$ cat src/rtl/abus_pkg.sv
// Shared address-bus encodings: base selects and adder modes used by the ABH stage and the microcode ROM.
// Pure constants package, no logic.
package abus_pkg;

   localparam logic [1:0] BASE_ZERO = 2'b00;
   localparam logic [1:0] BASE_PC   = 2'b01;
   localparam logic [1:0] BASE_AH   = 2'b10;
   localparam logic [1:0] BASE_DB   = 2'b11;

   localparam logic [1:0] MODE_ADD   = 2'b00;
   localparam logic [1:0] MODE_REL   = 2'b01;
   localparam logic [1:0] MODE_STACK = 2'b10;
   localparam logic [1:0] MODE_VEC   = 2'b11;

   localparam logic [7:0] STACK_PAGE = 8'h01;
   localparam logic [7:0] VEC_PAGE   = 8'hFF;

endpackage

$ cat src/rtl/abh_inc8.sv
// 8-bit incrementer: O = I + CI, wraps FF->00 without carry out.
// Combinational, zero latency; no backpressure.
module inc8 (
   input  logic [7:0] I,
   input  logic       CI,
   output logic [7:0] O
);

   assign O = I + {7'b0, CI};

endmodule

$ cat src/rtl/abh.sv
// High address byte stage: combinational ADH, registered ABH/AHH/PCH and page-cross flag PX.
// ADH zero latency, registers one cycle; no backpressure, updates every clock.
module abh
   import abus_pkg::*;
#(
   parameter logic [7:0] RESET_AB = 8'h00
) (
   input  logic       clk,
   input  logic       RST_N,
   input  logic       CI,
   input  logic       sign,
   input  logic [7:0] DB,
   input  logic [3:0] op,
   input  logic       ld_ahh,
   input  logic       ld_pc,
   input  logic       pcl_co,
   output logic [7:0] ADH,
   output logic [7:0] ABH,
   output logic [7:0] PCH,
   output logic       PX
);

   logic [7:0] ahh;
   logic [7:0] base;
   logic [7:0] pch_inc;
   logic       px_nxt;

   always_comb begin
      base = 8'h00;
      case (op[3:2])
         BASE_ZERO: base = 8'h00;
         BASE_PC:   base = PCH;
         BASE_AH:   base = ahh;
         BASE_DB:   base = DB;
         default:   base = 8'h00;
      endcase
   end

   // Relative mode adds {8{sign}} (i.e. -1) so a backward branch borrows into the page below.
   always_comb begin
      ADH    = 8'h00;
      px_nxt = 1'b0;
      case (op[1:0])
         MODE_ADD: begin
            ADH    = base + {7'b0, CI};
            px_nxt = CI;
         end
         MODE_REL: begin
            ADH    = ABH + {7'b0, CI} + {8{sign}};
            px_nxt = CI ^ sign;
         end
         MODE_STACK: ADH = STACK_PAGE;
         MODE_VEC:   ADH = VEC_PAGE;
         default: begin
            ADH    = 8'h00;
            px_nxt = 1'b0;
         end
      endcase
   end

   inc8 u_pch_inc (
      .I  (ABH),
      .CI (pcl_co),
      .O  (pch_inc)
   );

   always_ff @(posedge clk or negedge RST_N) begin
      if (!RST_N) begin
         ABH <= RESET_AB;
         ahh <= 8'h00;
         PCH <= 8'h00;
         PX  <= 1'b0;
      end else begin
         ABH <= ADH;
         PX  <= px_nxt;
         if (ld_ahh) ahh <= DB;
         if (ld_pc)  PCH <= pch_inc;
      end
   end

endmodule

$ cat config.mk
export PLATFORM = sky130hd
export DESIGN_NAME = abh
export DESIGN_NICKNAME = d
export VERILOG_FILES = /design/src/rtl/abus_pkg.sv /design/src/rtl/abh_inc8.sv /design/src/rtl/abh.sv
export SDC_FILE = /design/constraint.sdc
export NUM_CORES = 1
export LEC_CHECK = 0
export ABC_CLOCK_PERIOD_IN_PS = 5200
export CAP_MARGIN = 20
export CORE_MARGIN = 2
export CORE_UTILIZATION = 52
export CTS_CLUSTER_DIAMETER = 120
export DETAILED_ROUTE_END_ITERATION = 12
export HOLD_SLACK_MARGIN = 0.03
export MAX_ROUTING_LAYER = met4
export PLACE_DENSITY = 0.9
export SYNTH_ARGS = -nofsm -noshare
export SYNTH_HDL_FRONTEND = slang
export SYNTH_SLANG_ARGS = --single-unit
$ cat constraint.sdc
create_clock -name clk -period 5.2 [get_ports clk]
set_input_delay 1.04 -clock clk [delete_from_list [all_inputs] [get_ports clk]]
set_output_delay 1.04 -clock clk [all_outputs]
set_load 0.02 [all_outputs]
* Word level (Yosys, flattened, before mapping)
Index checks and enable logic that the tools add are counted.
Widths: inputs -> output; s select.
** Operators by class
- Add/sub/neg operators :: 4
- Multiply operators :: 0
- Div/mod/pow operators :: 0
- Order comparisons :: 0
- Equal/unequal tests :: 6
- Shifts and indexed selects :: 0
- Multiplexer cells :: 3
- Bitwise gates (word level) :: 1
- Reductions and logical operators :: 2
** Operators by type and width (number)
- $pmux 8 s4 :: 2
- $add 8x1->8 :: 3
- $add 8x8->8 :: 1
- $eq 2x2->1 const B :: 4
- $eq 2x1->1 const B :: 2
- $logic_not 2->1 :: 2
- $pmux 1 s2 :: 1
- $xor 1x1->1 :: 1
** Storage, ports and cells
- Bits in registers :: 25
- Latch bits :: 0
- RAM bits :: 0
- Bits in read-only memories :: 0
- Input bits :: 19
- Memories kept :: 0

* Depth between registers and ports, before layout
- Depth in word-level cells :: 4
- Depth in mapped cells :: 11

* Hierarchy
Synthesis repeated with hierarchy kept, for this count alone.
** Unflattened totals
- Cell total of the unflattened synthesis :: 162
- Area, all modules :: 1714.1 sq um
** By module, submodules not included
- abh :: instances 1, cells each 146, area each 1589.0 sq um
- inc8 :: instances 1, cells each 16, area each 125.1 sq um

* Least setup slack after synthesis
Ideal clock, no wire load.
- Kind :: in2out
- From :: input CI
- To :: output ADH[6]
- Data arrival time :: 3171 ps
- Setup slack :: 989 ps
- Stages :: 7
- Path buffers :: 0
- Cells stage by stage :: fa_1 fa_1 a211oi_1 o21bai_1 a21oi_1 xor2_1 a221oi_1
** Between the ends
- Word-level cells in the longest chain between the ends :: 3
- Elaborated cells between the ends (all ways) :: 4
- Classes of those cells :: add/sub (3); mux (1)
** Ends and longest elaborated chain
- start: declaration :: line abh.sv:10 : input logic CI,
- $add 8x1->8 :: line abh.sv:49 : ADH = ABH + {7'b0, CI} + {8{sign}};
- $add 8x8->8 :: line abh.sv:49
- $pmux 8 s4 * :: line abh.sv:43 : case (op[1:0])
- end: declaration :: line abh.sv:17 : output logic [7:0] ADH,
Mark *: on every way between the ends. The rest lies on a longest branch, timed or not.

* Worst setup path in the final report
- From :: input sign
- To :: output ADH[7]
** Between the ends
- Word-level cells in the longest chain between the ends :: 2
** Ends and longest elaborated chain
- start: declaration :: line abh.sv:11 : input logic sign,
- $add 8x8->8 :: line abh.sv:49
- $pmux 8 s4 :: line abh.sv:43
No other way between the ends.

==> flow_metrics.env <==
export IMPL_outcome="completed"
export IMPL_worst_slack_ps=255
export IMPL_finalSetupTns_ps=0
export IMPL_period_share_pct=95.1
export IMPL_drt_wirelength_per_cell_um=16.6
export IMPL_crit_family="buffers and inverters"
export IMPL_fin_total_pwr_uw=667
export IMPL_row_count=20
export IMPL_report_final_slew_viol_count=0
export IMPL_p_switching_uw=258
export IMPL_rsz0062_at_grt="no"
export IMPL_synth_top_area_cell="dfrtp_1"
export IMPL_p_clk_share_pct=14.7
export IMPL_fmax_ghz=0.202
export IMPL_cpMaxStageDelayCell="clkdlybuf4s50_1"
export IMPL_ys_ff_latch=25
export IMPL_antenna_found_initial=0
export IMPL_p_per_area_nw_per_um2=304
export IMPL_post_place_ws_ps=65.3
export IMPL_max_stage_delay_ps=670
export IMPL_worstHoldPathType="reg -> reg"
export IMPL_crit_fanout=9
export IMPL_path_cells="clkdlybuf4s50_1, buf_4, ha_1, a211oi_1, o21ai_0, o31ai_1, xnor2_1, a211oi_1, clkdlybuf4s50_1"
export IMPL_cts_sinks=25
export IMPL_internal_power_uw=409
export IMPL_synthTopCellsByArea="dfrtp_1 (38%), mux2_2 (12%), ha_1 (7.5%)"
export IMPL_synth_nets=190
export IMPL_synth_area_sq_um=1660
export IMPL_syn_to_final_growth_pct=32.4
export IMPL_portBuffers=43
export IMPL_grt_max_degree=26
export IMPL_critPathKind="in -> out"
export IMPL_drv_cap=0
export IMPL_numCtsBuffers=3
export IMPL_synth_seq_area_share_pct=37.7
export IMPL_drtAntennaViolNets=0
export IMPL_grt_pass1_wl_um=6730
export IMPL_synth_flop_cell="dfrtp_1"
export IMPL_clk_pin_slew_ps=150
export IMPL_grt_ovfl_total=0
export IMPL_tightest_slew_ps=523
export IMPL_coreArea_sq_um=3050
export IMPL_netlist_instances=159
export IMPL_grt_pass1_vias=1438
export IMPL_critical_path_startpoint="sign"
export IMPL_crit_arrival_ps=3900
export IMPL_cts_tree="yes"
export IMPL_drive_gt1_share_pct=14.7
export IMPL_period_needed_ps=4940
export IMPL_gp_congestion=0.898
export IMPL_place_area_sq_um=2140
export IMPL_drt_iter0_drc=95
export IMPL_die_y_um=60.5
export IMPL_utilization_pct=72.0
export IMPL_htree_levels=1
export IMPL_synth_cell_type_count=35
export IMPL_swShare_pct=38.6
export IMPL_clk_path_buf_depth=2
export IMPL_critPathRequiredTime_ps=4160
export IMPL_worst_path_buf_inv=3
export IMPL_insertedDiodeCount=0
export IMPL_irDropWorstVdd_mv=0.153
export IMPL_async_flop_share_pct=100
export IMPL_skew_ps=12.3
export IMPL_cts_setup_buffers=0
export IMPL_die_x_um=60.5
export IMPL_drc=0
export IMPL_reg2reg_from="ABH[0]"
export IMPL_fin_area_sq_um=2200
export IMPL_vias_per_cell=5.75
export IMPL_yosys_warnings=0
export IMPL_synth_edff_count=0
export IMPL_hp_start="ahh[2]"
export IMPL_routed_wl_um=4110
export IMPL_nNetsFinal=236
export IMPL_start_util_pct=54.3
export IMPL_die_area_sq_um=3660
export IMPL_pwr_share_seq_pct=38.8
export IMPL_avgSynthCellArea_sq_um=10.4
export IMPL_drtPass1Iterations=4
export IMPL_synth_most_common_cell="dfrtp_1"
export IMPL_leakage_nw=0.912
export IMPL_timing_slew_headroom_pct=65.0
export IMPL_grt_total_usage_pct=25.7
export IMPL_crit_path_start_kind="primary input"
export IMPL_worstSetupEndpointType="primary output"
export IMPL_hold_viol_final=0
export IMPL_hpwlAfterDp_um=3190
export IMPL_setup_viol_count_final=0
export IMPL_clk_latency_ps=350
export IMPL_num_vias=1427
export IMPL_cts_root_buf="clkbuf_4"
export IMPL_nFillCells=248
export IMPL_synth_top_cells_by_count="dfrtp_1 (25), mux2_2 (17), a21oi_1 (14)"
export IMPL_io_pins=44
export IMPL_synth_top_area_share_pct=37.7
export IMPL_pwr_share_comb_pct=46.5
==> through the flow <==
step	instances	hold WS, ps
floorplan	159	481
global placement	243	492
detailed placement	243	500
CTS	247	533
global route	248	552
finish	248	529
==> logic make-up (layout without fill, tap and decap cells) <==
logic type / Yosys count / after routing / synth area share (%)
multiplexers: 18 / 18 / 12.4
buffers and inverters: 10 / 55 / 2.94
AO/OA/AOI/OAI: 46 / 46 / 19.2
AND/OR/NAND/NOR: 32 / 32 / 9.43
adder cells (fa/ha/maj): 12 / 12 / 9.95
XOR/XNOR: 16 / 16 / 8.45
flip-flops: 25 / 25 / 37.7
==> per-layer routing <==
layer  wire length [um]  GRT usage, %
met1               1760          33.0
met2               2050          42.7
met5                  0             -
met4                 65          7.76
met3                233          3.20
==> worst paths after layout <==
check	endpoint	slack [ps]	cells past startpoint
setup / recovery	ADH[7]	260	9
hold / removal	ahh[2]	530	1
setup reg to reg	ABH[6]	2790	7
hold reg to reg	ahh[2]	530	1
max in group asynchronous	PCH[0]	3770	2
min in group asynchronous	ABH[7]	980	1
==> power groups by stage <==
stage / registers, mW / logic, mW / clock network (mW)
floorplan: 0.284 / 0.154 / 0
global placement: 0.261 / 0.300 / 0
detailed placement: 0.263 / 0.306 / 0
CTS: 0.259 / 0.309 / 0.0973
global route: 0.264 / 0.339 / 0.105
finish: 0.259 / 0.310 / 0.0983
==> area by class of cell <==
class	count	area, sq um	area share (%)
Clock buffer	3	22.5	1.03
Clock inverter	1	7.51	0.342
Tap cell	44	55.1	2.51
Sequential cell	25	626	28.5
Multi-Input combinational cell	124	985	44.8
Inverter	3	11.3	0.513
Timing Repair Buffer	48	490	22.3
==> timing repair <==
action,in CTS,in global routing
hold buffers,0,0
endpoints found under the hold margin,0,0
gates resized for setup,0,1
endpoints found under the setup margin,0,1
==> registers in the layout, summed over array words and instances (netlist names) <==
name	count
ABH	8
PX	1
ahh	8
PCH	8
==> layout by cell type (no fill, tap or decap), types with 3 or more instances in the layout <==
cell type,count
ha_1,10
clkbuf_4,3
mux2_2,17
inv_1,3
nand2_1,4
o21ai_0,7
and3_1,4
xor2_1,9
dfrtp_1,25
nor2_1,11
a21oi_1,14
clkdlybuf4s50_1,42
buf_4,4
xnor2_1,7
nand3_1,6
o31ai_1,4
a211oi_1,3
a22o_1,6
==> worst reg2reg max path, cell delays in order, from the launching register on <==
cell	delay [ps]
dfrtp_1	440
fa_1	440
fa_1	450
a211oi_1	270
o21bai_1	120
a21oi_1	180
xor2_1	90
a221oi_1	330
Note: power is estimated with default switching activity, not from simulation.
